===== config.mk =====
export PLATFORM = sky130hd
export DESIGN_NAME = jk_seq_driver_flat
export DESIGN_NICKNAME = d
export VERILOG_FILES = /design/src/rtl/jk_pkg.sv /design/src/rtl/jk_seq_driver_if.sv /design/src/rtl/jk_excite.sv /design/src/rtl/jk_seq_driver.sv /design/src/flat_wrapper.sv
export SDC_FILE = /design/constraint.sdc
export NUM_CORES = 1
export LEC_CHECK = 0
export ABC_CLOCK_PERIOD_IN_PS = 2250
export CAP_MARGIN = 15
export CORE_MARGIN = 4
export CORE_UTILIZATION = 42
export CTS_BUF_LIST = sky130_fd_sc_hd__clkbuf_8 sky130_fd_sc_hd__clkbuf_16
export CTS_CLUSTER_DIAMETER = 80
export DETAILED_ROUTE_END_ITERATION = 12
export GPL_TIMING_DRIVEN = 0
export PLACE_DENSITY = 0.78
export SKIP_LAST_GASP = 1
export SLEW_MARGIN = 20
export SYNTH_ARGS = -nofsm -noshare
export SYNTH_HDL_FRONTEND = slang
export SYNTH_HIERARCHICAL = 1
export SYNTH_SLANG_ARGS = --single-unit

===== constraint.sdc =====
create_clock -name Clk -period 2.25 [get_ports Clk]
set_input_delay 0.5625 -clock Clk [delete_from_list [all_inputs] [get_ports Clk]]
set_output_delay 0.5625 -clock Clk [all_outputs]
set_load 0.01 [all_outputs]

===== src/rtl/jk_pkg.sv =====
// rtl/jk_pkg.sv - shared state encoding and J/K excitation constants for jk_seq_driver
package jk_pkg;

  localparam logic [1:0] IDLE  = 2'd0;
  localparam logic [1:0] DRIVE = 2'd1;
  localparam logic [1:0] CHECK = 2'd2;

  typedef enum logic [1:0] {
    S_IDLE  = IDLE,
    S_DRIVE = DRIVE,
    S_CHECK = CHECK
  } state_e;

  // Excitation pairs are packed as {J, K}.
  localparam logic [1:0] JK_HOLD   = 2'b00;
  localparam logic [1:0] JK_SET    = 2'b10;
  localparam logic [1:0] JK_RESET  = 2'b01;
  localparam logic [1:0] JK_TOGGLE = 2'b11;

  function automatic int step_w(input int seq_len);
    return $clog2(seq_len + 1);
  endfunction

endpackage


===== src/rtl/jk_seq_driver_if.sv =====
// rtl/jk_seq_driver_if.sv - stimulus/response bundle between jk_seq_driver and the flip-flop under test
interface jk_seq_driver_if #(
  parameter int SEQ_LEN = 8,
  parameter int CNT_W   = 4
);

  localparam int STEP_W = $clog2(SEQ_LEN + 1);

  logic                Start;
  logic [SEQ_LEN-1:0]  TargetSeq;
  logic                Q_in;
  logic                J;
  logic                K;
  logic                Busy;
  logic                Done;
  logic                Pass;
  logic [CNT_W-1:0]    ErrCount;
  logic [STEP_W-1:0]   Step;

  modport master (
    input  Start, TargetSeq, Q_in,
    output J, K, Busy, Done, Pass, ErrCount, Step
  );

  modport slave (
    output Start, TargetSeq, Q_in,
    input  J, K, Busy, Done, Pass, ErrCount, Step
  );

endinterface


===== src/rtl/jk_excite.sv =====
// rtl/jk_excite.sv - J/K excitation for a present/next Q pair
// JK_TOGGLE_PREF_EN selects toggle excitation for transitions instead of set/reset.
module jk_excite
  import jk_pkg::*;
(
  input  logic       q_now_i,
  input  logic       q_next_i,
  output logic [1:0] jk_o
);

  always_comb begin
    jk_o = JK_HOLD;
    if (q_now_i != q_next_i) begin
`ifdef JK_TOGGLE_PREF_EN
      jk_o = JK_TOGGLE;
`else
      jk_o = q_next_i ? JK_SET : JK_RESET;
`endif
    end
  end

endmodule


===== src/rtl/jk_seq_driver.sv =====
// rtl/jk_seq_driver.sv - drives a JK flip-flop through a target Q sequence and counts mismatches
// Excitation style follows JK_TOGGLE_PREF_EN inside jk_excite.
module jk_seq_driver
  import jk_pkg::*;
#(
  parameter int SEQ_LEN = 8,
  parameter int CNT_W   = 4
) (
  input  logic              Clk,
  input  logic              Reset,
  jk_seq_driver_if.master   bus
);

  localparam int                STEP_W    = step_w(SEQ_LEN);
  localparam logic [STEP_W-1:0] LAST_STEP = STEP_W'(SEQ_LEN - 1);
  localparam logic [CNT_W-1:0]  ERR_MAX   = '1;

  state_e              state_q, state_d;
  logic [SEQ_LEN-1:0]  seq_q, seq_d;
  logic [STEP_W-1:0]   step_q, step_d;
  logic [CNT_W-1:0]    err_q, err_d;
  logic                pass_q, pass_d;
  logic                done_q, done_d;
  logic                j_q, j_d;
  logic                k_q, k_d;

  logic [STEP_W-1:0]   next_idx;
  logic [SEQ_LEN-1:0]  next_sh;
  logic [SEQ_LEN-1:0]  now_sh;
  logic                tgt_next;
  logic                tgt_now;
  logic [1:0]          jk_exc;
  logic [CNT_W-1:0]    err_inc;

  // The excitation target is TargetSeq[0] when starting, else the following step's bit.
  always_comb begin
    next_idx = (state_q == S_CHECK) ? step_q + 1'b1 : '0;
    next_sh  = (state_q == S_IDLE) ? bus.TargetSeq : (seq_q >> next_idx);
    now_sh   = seq_q >> step_q;
    tgt_next = next_sh[0];
    tgt_now  = now_sh[0];
    err_inc  = (err_q == ERR_MAX) ? err_q : err_q + 1'b1;
  end

  jk_excite u_excite (
    .q_now_i  (bus.Q_in),
    .q_next_i (tgt_next),
    .jk_o     (jk_exc)
  );

  always_comb begin
    state_d = state_q;
    seq_d   = seq_q;
    step_d  = step_q;
    err_d   = err_q;
    pass_d  = pass_q;
    done_d  = 1'b0;
    j_d     = 1'b0;
    k_d     = 1'b0;

    case (state_q)
      S_IDLE: begin
        if (bus.Start) begin
          seq_d      = bus.TargetSeq;
          step_d     = '0;
          err_d      = '0;
          pass_d     = 1'b0;
          {j_d, k_d} = jk_exc;
          state_d    = S_DRIVE;
        end
      end

      S_DRIVE: begin
        state_d = S_CHECK;
      end

      S_CHECK: begin
        if (bus.Q_in != tgt_now) begin
          err_d = err_inc;
        end
        if (step_q == LAST_STEP) begin
          state_d = S_IDLE;
          done_d  = 1'b1;
          pass_d  = (err_d == '0);
        end else begin
          step_d     = step_q + 1'b1;
          {j_d, k_d} = jk_exc;
          state_d    = S_DRIVE;
        end
      end

      default: begin
        state_d = S_IDLE;
      end
    endcase
  end

  always_ff @(posedge Clk or posedge Reset) begin
    if (Reset) begin
      state_q <= S_IDLE;
      seq_q   <= '0;
      step_q  <= '0;
      err_q   <= '0;
      pass_q  <= 1'b0;
      done_q  <= 1'b0;
      j_q     <= 1'b0;
      k_q     <= 1'b0;
    end else begin
      state_q <= state_d;
      seq_q   <= seq_d;
      step_q  <= step_d;
      err_q   <= err_d;
      pass_q  <= pass_d;
      done_q  <= done_d;
      j_q     <= j_d;
      k_q     <= k_d;
    end
  end

  assign bus.J        = j_q;
  assign bus.K        = k_q;
  assign bus.Busy     = (state_q != S_IDLE);
  assign bus.Done     = done_q;
  assign bus.Pass     = pass_q;
  assign bus.ErrCount = err_q;
  assign bus.Step     = step_q;

endmodule


===== src/flat_wrapper.sv =====
// flat-port wrapper written by rule: the top's interface ports become plain ports
module jk_seq_driver_flat import jk_pkg::*;
#(
  parameter int SEQ_LEN = 8,
  parameter int CNT_W   = 4
)
  (Clk, Reset, bus_Start, bus_TargetSeq, bus_Q_in, bus_J, bus_K, bus_Busy, bus_Done, bus_Pass, bus_ErrCount, bus_Step);
  jk_seq_driver_if #(.SEQ_LEN(SEQ_LEN), .CNT_W(CNT_W)) bus_i ();
  input  logic Clk;
  input  logic Reset;
  input wire logic [$bits(bus_i.Start)-1:0] bus_Start;
  input wire logic [$bits(bus_i.TargetSeq)-1:0] bus_TargetSeq;
  input wire logic [$bits(bus_i.Q_in)-1:0] bus_Q_in;
  output wire logic [$bits(bus_i.J)-1:0] bus_J;
  output wire logic [$bits(bus_i.K)-1:0] bus_K;
  output wire logic [$bits(bus_i.Busy)-1:0] bus_Busy;
  output wire logic [$bits(bus_i.Done)-1:0] bus_Done;
  output wire logic [$bits(bus_i.Pass)-1:0] bus_Pass;
  output wire logic [$bits(bus_i.ErrCount)-1:0] bus_ErrCount;
  output wire logic [$bits(bus_i.Step)-1:0] bus_Step;
  assign bus_i.Start = bus_Start;
  assign bus_i.TargetSeq = bus_TargetSeq;
  assign bus_i.Q_in = bus_Q_in;
  assign bus_J = bus_i.J;
  assign bus_K = bus_i.K;
  assign bus_Busy = bus_i.Busy;
  assign bus_Done = bus_i.Done;
  assign bus_Pass = bus_i.Pass;
  assign bus_ErrCount = bus_i.ErrCount;
  assign bus_Step = bus_i.Step;
  jk_seq_driver #(.SEQ_LEN(SEQ_LEN), .CNT_W(CNT_W)) u_core (.Clk(Clk), .Reset(Reset), .bus(bus_i));
endmodule

==> metrics.txt, run 1 <==
nets 188; GPL Wtd Cong between 0.8 and 0.9; Seq pwr share around 34%; CP max FO 5; ratio of cells with drive above 1 in the final layout between 10% and 20%; Yosys Warn Count 6; peak supply drop 0.4648 mV; Die Footprint 3981 µm²; global-route wire length before repair around 5000 µm; Syn Inst Count roughly 140; ranking of synthesized cells by area dfrtp_1, nand2_1, mux2i_1, nor2b_1, nor2_1; Final Non-Filler Cells 204; area share of the largest cell type after synthesis a little over two fifths; clock network power share ~14%; Min Hold Slack slightly above 500 ps; minimum clock period approximately 2200 ps; CTS H-tree depth 1; gr ovfl total 0; sequential area share after synthesis ~43%; I/O pins 25; row count 19; Hold Vio Cnt, Final 0; Post-synth top cells nand2_1, dfrtp_1, nor2_1; CTS tree built; CP max stage cell mux4_2; critical path, cell by cell mux4_2 -> o211ai_4 -> mux2i_4 -> mux2_2 -> a22o_1; outcome finished clean; Worst Tran Pin Value roughly 830 ps; Netlist cell types 36; initial antenna violation count 0; Layout area overhead 30.23%; CP Class reg2reg; Crit. End Element flop; DR vias ~1,200; Power Dens Cells ~1200 nW/µm²; Vert. Die Dim approximately 63 µm; Global Route Usage Sum 15.64%; Placed Cells 199; number of synthesized flops with an enable pin 0; post-synth top area cell dfrtp_1; Vias/cell 5.676; Slew HR 44.29%; Routed Antenna Nets 0; Mapped Area ~1300 µm²; DRT iter0 DRCs 48; vias in the first global route approximately 1,100; switch share between 40 and 50%; Die Width ~63 µm; HPWL after DPL roughly 2100 µm; arrival time at the worst endpoint between 2000 and 2500 ps; Clock Sinks 22; Hold Path Class reg2reg; DRC viols 0; Psw between 0.8 and 0.9 mW; ys flop type dfrtp_1; ys async rst share 100.0%; top-count cell post-synth nand2_1; Initial DRT Pass Iterations 4; register bit total from synthesis 22; RSZ-0062 raised after global routing yes; Final Skew between 3 and 4 ps; crit-path max cell delay roughly 540 ps; WP data required 2400 ps; Max-Cap Viols 0; final period utilization 98.99%; filler instances roughly 250; Setup-failing EPs final 0; LEAKAGE 0.7411 nW; Max Freq around 450 MHz; Worst setup SP type flop; core area roughly 2800 µm²; Initial Utilization a little under half; CTS Root Cell clkbuf_8; post-DR wirelength/cell 14.89 µm; Inserted Clock Buffers 3; Power, Total roughly 2.0 mW; largest net degree at the start of global routing 23; Combinational Power Share between 50% and 60%; syn nets approximately 160; maximum clock insertion buffer count 2; clk slew on worst S/H paths roughly 80 ps; final core utilization about three fifths; Total Routed Length 3038 µm; Antenna diodes 0; Clock Latency Late Sink ~260 ps; Slew Viols, Final 0; P_int 1.204 mW; Syn Area/Cell 8.854 µm²; # port buffers 24
## metal layers
| layer | routed length, µm | GRT usage [%] | vias up |
|---|---|---|---|
| li1 | - | - | 554 |
| met1 | 1313 | 19.02 | 556 |
| met2 | 1561 | 26.09 | 40 |
| met3 | 101 | 2.664 | 8 |
| met4 | 61 | 8.815 | 0 |
| met5 | 0 | 0 | - |
## cell usage in the layout (no fill, tap or decap), types with 2 or more instances in the layout
cell type / n
a22o_1: 2
nand2b_1: 4
inv_1: 7
mux2_2: 2
xnor2_1: 2
a21oi_1: 6
a31oi_1: 3
mux2i_1: 5
nand2_1: 36
nor2b_1: 7
clkbuf_8: 4
dfrtp_2: 2
clkdlybuf4s50_1: 24
buf_4: 2
and2_1: 2
nor2_1: 10
dfrtp_1: 20
nand3_1: 2
clkbuf_1: 2
o21ai_0: 6
a211oi_1: 2
## flip-flops by register name, indices dropped and copies added (netlist names)
name / count
u_core/bus.J: 1
u_core/state_q: 2
u_core/bus.K: 1
u_core/seq_q: 8
u_core/bus.Done: 1
u_core/bus.ErrCount: 4
u_core/bus.Pass: 1
u_core/bus.Step: 4
## critical path, delay by kind of cell (launching register included)
kind	cells	cell delay, ps
AOI/OAI and AO/OA	2	440
DFF	1	440
muxes	3	1230
## layout make-up
type | instances | area [µm²] | area share, %
Timing Repair Buffer | 26 | 255.2 | 15.37
Clock buffer | 4 | 55.05 | 3.316
Buffer | 4 | 23.77 | 1.432
Inverter | 7 | 26.28 | 1.583
Multi-Input combinational cell | 110 | 708.2 | 42.65
Tap cell | 31 | 38.79 | 2.336
Sequential cell | 22 | 553.0 | 33.31
## worst paths after layout
| check | startpoint | endpoint | slack [ps] | cells past startpoint |
|---|---|---|---|---|
| worst max-delay path | u_core/bus.Step[0] | u_core/bus.ErrCount[1] | 20 | 5 |
| worst min-delay path | u_core/seq_q[7] | u_core/seq_q[7] | 520 | 2 |
| worst max register to register | u_core/bus.Step[0] | u_core/bus.ErrCount[1] | 20 | 5 |
| worst min register to register | u_core/seq_q[7] | u_core/seq_q[7] | 520 | 2 |
| max in group asynchronous | Reset | u_core/bus.Step[1] | 920 | 2 |
| min in group asynchronous | Reset | u_core/bus.ErrCount[0] | 770 | 2 |
## what timing repair did
item	CTS	global route
resized for setup	4	5
hold buffers	0	0
pin swaps	1	4
setup endpoints to repair	4	4
endpoints found under the hold margin	0	0
setup buffers	1	1
## kinds of logic after synthesis
logic type / count (synthesis) / synth area share (%)
AO/OA/AOI/OAI: 27 / 14.62
flip-flops: 22 / 43.18
adder cells (fa/ha/maj): 2 / 1.962
multiplexers: 10 / 9.421
buffers and inverters: 12 / 3.926
AND/OR/NAND/NOR: 68 / 24.83
XOR/XNOR: 3 / 2.061
## power by group through the flow
stage	logic, mW	clock network, mW	registers, mW
4_1_cts	1.01	0.290	0.669
3_3_place_gp	0.921	0	0.642
3_5_place_dp	0.956	0	0.648
2_1_floorplan	0.674	0	0.638
5_1_grt	1.17	0.302	0.697
6_report	1.06	0.283	0.676
## metrics by stage
step,setup slack (ps),instance area [µm²],setup TNS [ps]
2_1_floorplan,33.18,1280,0
3_3_place_gp,-70.30,1559,-133.4
3_5_place_dp,-91.27,1559,-219.7
4_1_cts,0.8802,1635,0
5_1_grt,-35.96,1660,-95.47
6_report,22.73,1660,0
Power figures use the tool's default switching activity.
==> run 2, diff against run 1 <==
- TNS_END_PERCENT: not set -> 30
==> metrics.txt, run 2 (synthesized netlist as in run 1, its figures left out) <==
Die Width 63.10 µm (unchanged); Max-Cap Viols 0 (unchanged); GPL Wtd Cong 0.8664 (unchanged); final period utilization 99.02% (about the same); crit-path max cell delay 510 ps (-30 ps); dpl ws -91.27 ps (unchanged); Setup-failing EPs final 0 (unchanged); CP Class reg2reg; Crit. End Element flop; HPWL after DPL 2123 µm (unchanged); Initial DRT Pass Iterations 4 (unchanged); minimum clock period 2228 ps (+0.6735 ps); initial antenna violation count 0 (unchanged); DRC viols 0 (unchanged); row count 19 (unchanged); ratio of cells with drive above 1 in the final layout 11.56% (-0.58 points); Final WS setup 22.06 ps (-0.6735 ps); Clock Latency Late Sink 260 ps (about the same); Max Freq 448.8 MHz (about the same); nets 188 (unchanged); Worst Tran Pin Value 834.3 ps (-0.4379 ps); largest net degree at the start of global routing 23 (unchanged); Clock Sinks 22 (unchanged); Die Footprint 3981 µm² (unchanged); outcome finished clean; Power Dens Cells 1219 nW/µm² (+0.20%); Initial Utilization 45.07% (unchanged); clk slew on worst S/H paths 80 ps (about the same); Vias/cell 5.583 (-1.6%); filler instances 254 (+0.79%); I/O pins 25 (unchanged); post-DR wirelength/cell 14.85 µm (-0.30%); Routed Antenna Nets 0 (unchanged); TNS Setup 0 ps (unchanged); CTS tree built; vias in the first global route 1,109 (-0.81%); DRT iter0 DRCs 66 (+38%); gr ovfl total 0 (unchanged); Post-CTS Hold Buffers 0 (unchanged); Biggest register u_core/seq_q; most frequent cells in the layout nand2_1, clkdlybuf4s50_1, dfrtp_1, nor2_1; Hold Path Class reg2reg; peak supply drop 0.4610 mV (-0.80%); Inserted Clock Buffers 3 (unchanged); Vert. Die Dim 63.10 µm (unchanged); Worst setup SP type flop; most common cell after layout, fill and taps aside nand2_1; global-route wire length before repair 5002 µm (-0.28%); arrival time at the worst endpoint 2390 ps (about the same); Layout area overhead 29.74%; core area 2829 µm² (unchanged); maximum clock insertion buffer count 2 (unchanged); Slew Viols, Final 0 (unchanged); Hold Vio Cnt, Final 0 (unchanged); Global Route Usage Sum 15.64% (unchanged); RSZ-0062 raised after global routing yes; DR vias 1,139 (-1.6%); Antenna diodes 0 (unchanged); CTS H-tree depth 1 (unchanged); Slew HR 44.32% (about the same); number of flip-flops in the largest register 8 (unchanged); CP max stage cell or4b_4; CTS Root Cell clkbuf_8; # port buffers 24 (unchanged); WP data required 2410 ps (about the same); Total Routed Length 3029 µm (-0.30%); LEAKAGE 0.7404 nW (about the same); critical path, cell by cell clkbuf_1 -> a31oi_1 -> o211ai_4 -> or4b_4 -> a32o_1 -> o41ai_2; Final Skew 2.906 ps (-0.4378 ps); CP max FO 7 (+2)
-- run 2: cell counts in the layout (fill, tap and decap cells not counted) --
No cell type changed its count.
-- run 2: final timing paths --
kind / startpoint / to / slack [ps] / depth (start not counted)
worst max-delay path: u_core/bus.Step[3] / u_core/bus.Pass / 20 / 6
worst min-delay path: u_core/seq_q[7] / u_core/seq_q[7] / 520 / 2
worst max register to register: u_core/bus.Step[3] / u_core/bus.Pass / 20 / 6
worst min register to register: u_core/seq_q[7] / u_core/seq_q[7] / 520 / 2
max in group asynchronous: Reset / u_core/bus.Step[1] / 920 / 2
min in group asynchronous: Reset / u_core/seq_q[6] / 760 / 2
-- run 2: per-stage QoR --
| step | hold WS (ps) | power, mW | area (µm²) | utilization (%) | cells |
|---|---|---|---|---|---|
| 6_report | 516.3 | 2.016 | 1654 | 58.47 | 204 |
| 5_1_grt | 544.5 | 2.163 | 1654 | 58.47 | 204 |
| 4_1_cts | 515.2 | 1.949 | 1627 | 57.50 | 203 |
| 3_5_place_dp | 486.0 | 1.603 | 1559 | 55.11 | 199 |
| 3_3_place_gp | 483.6 | 1.563 | 1559 | 55.11 | 199 |
| 2_1_floorplan | 453.7 | 1.311 | 1280 | - | 144 |
-- run 2: layer usage --
metal	wire length, µm	global-route usage (%)
met1	1337	19.13
met2	1567	25.96
met3	95	2.487
met4	27	9.091
met5	0	0
-- run 2: power by group --
part | switching [mW] | total [mW] | internal, mW | leakage [nW]
sequential | 0.151 | 0.675 | 0.525 | 0.285
combinational | 0.535 | 1.06 | 0.523 | 0.426
clock | 0.127 | 0.283 | 0.156 | 0.0288
-- run 2: timing repair --
item	in CTS	in global routing
resized for setup	3	5
buffers inserted	1	1
setup endpoints to repair	4	4
pin swaps	1	4
-- run 2: layout make-up --
cell class	count	area [µm²]	area share, %
buffer	4	23.77	1.437
timing repair buffer	26	255.2	15.43
multi-input combinational	110	701.9	42.44
tap	31	38.79	2.345
sequential	22	553.0	33.43
clock buffer	4	55.05	3.328
inverter	7	26.28	1.588
-- run 2: worst max-delay path, delay by kind of cell (launching register included) --
family / cells / cell delay, ps
flops: 1 / 390
simple gates: 1 / 510
compound gates: 4 / 1030
buf+inv: 1 / 190
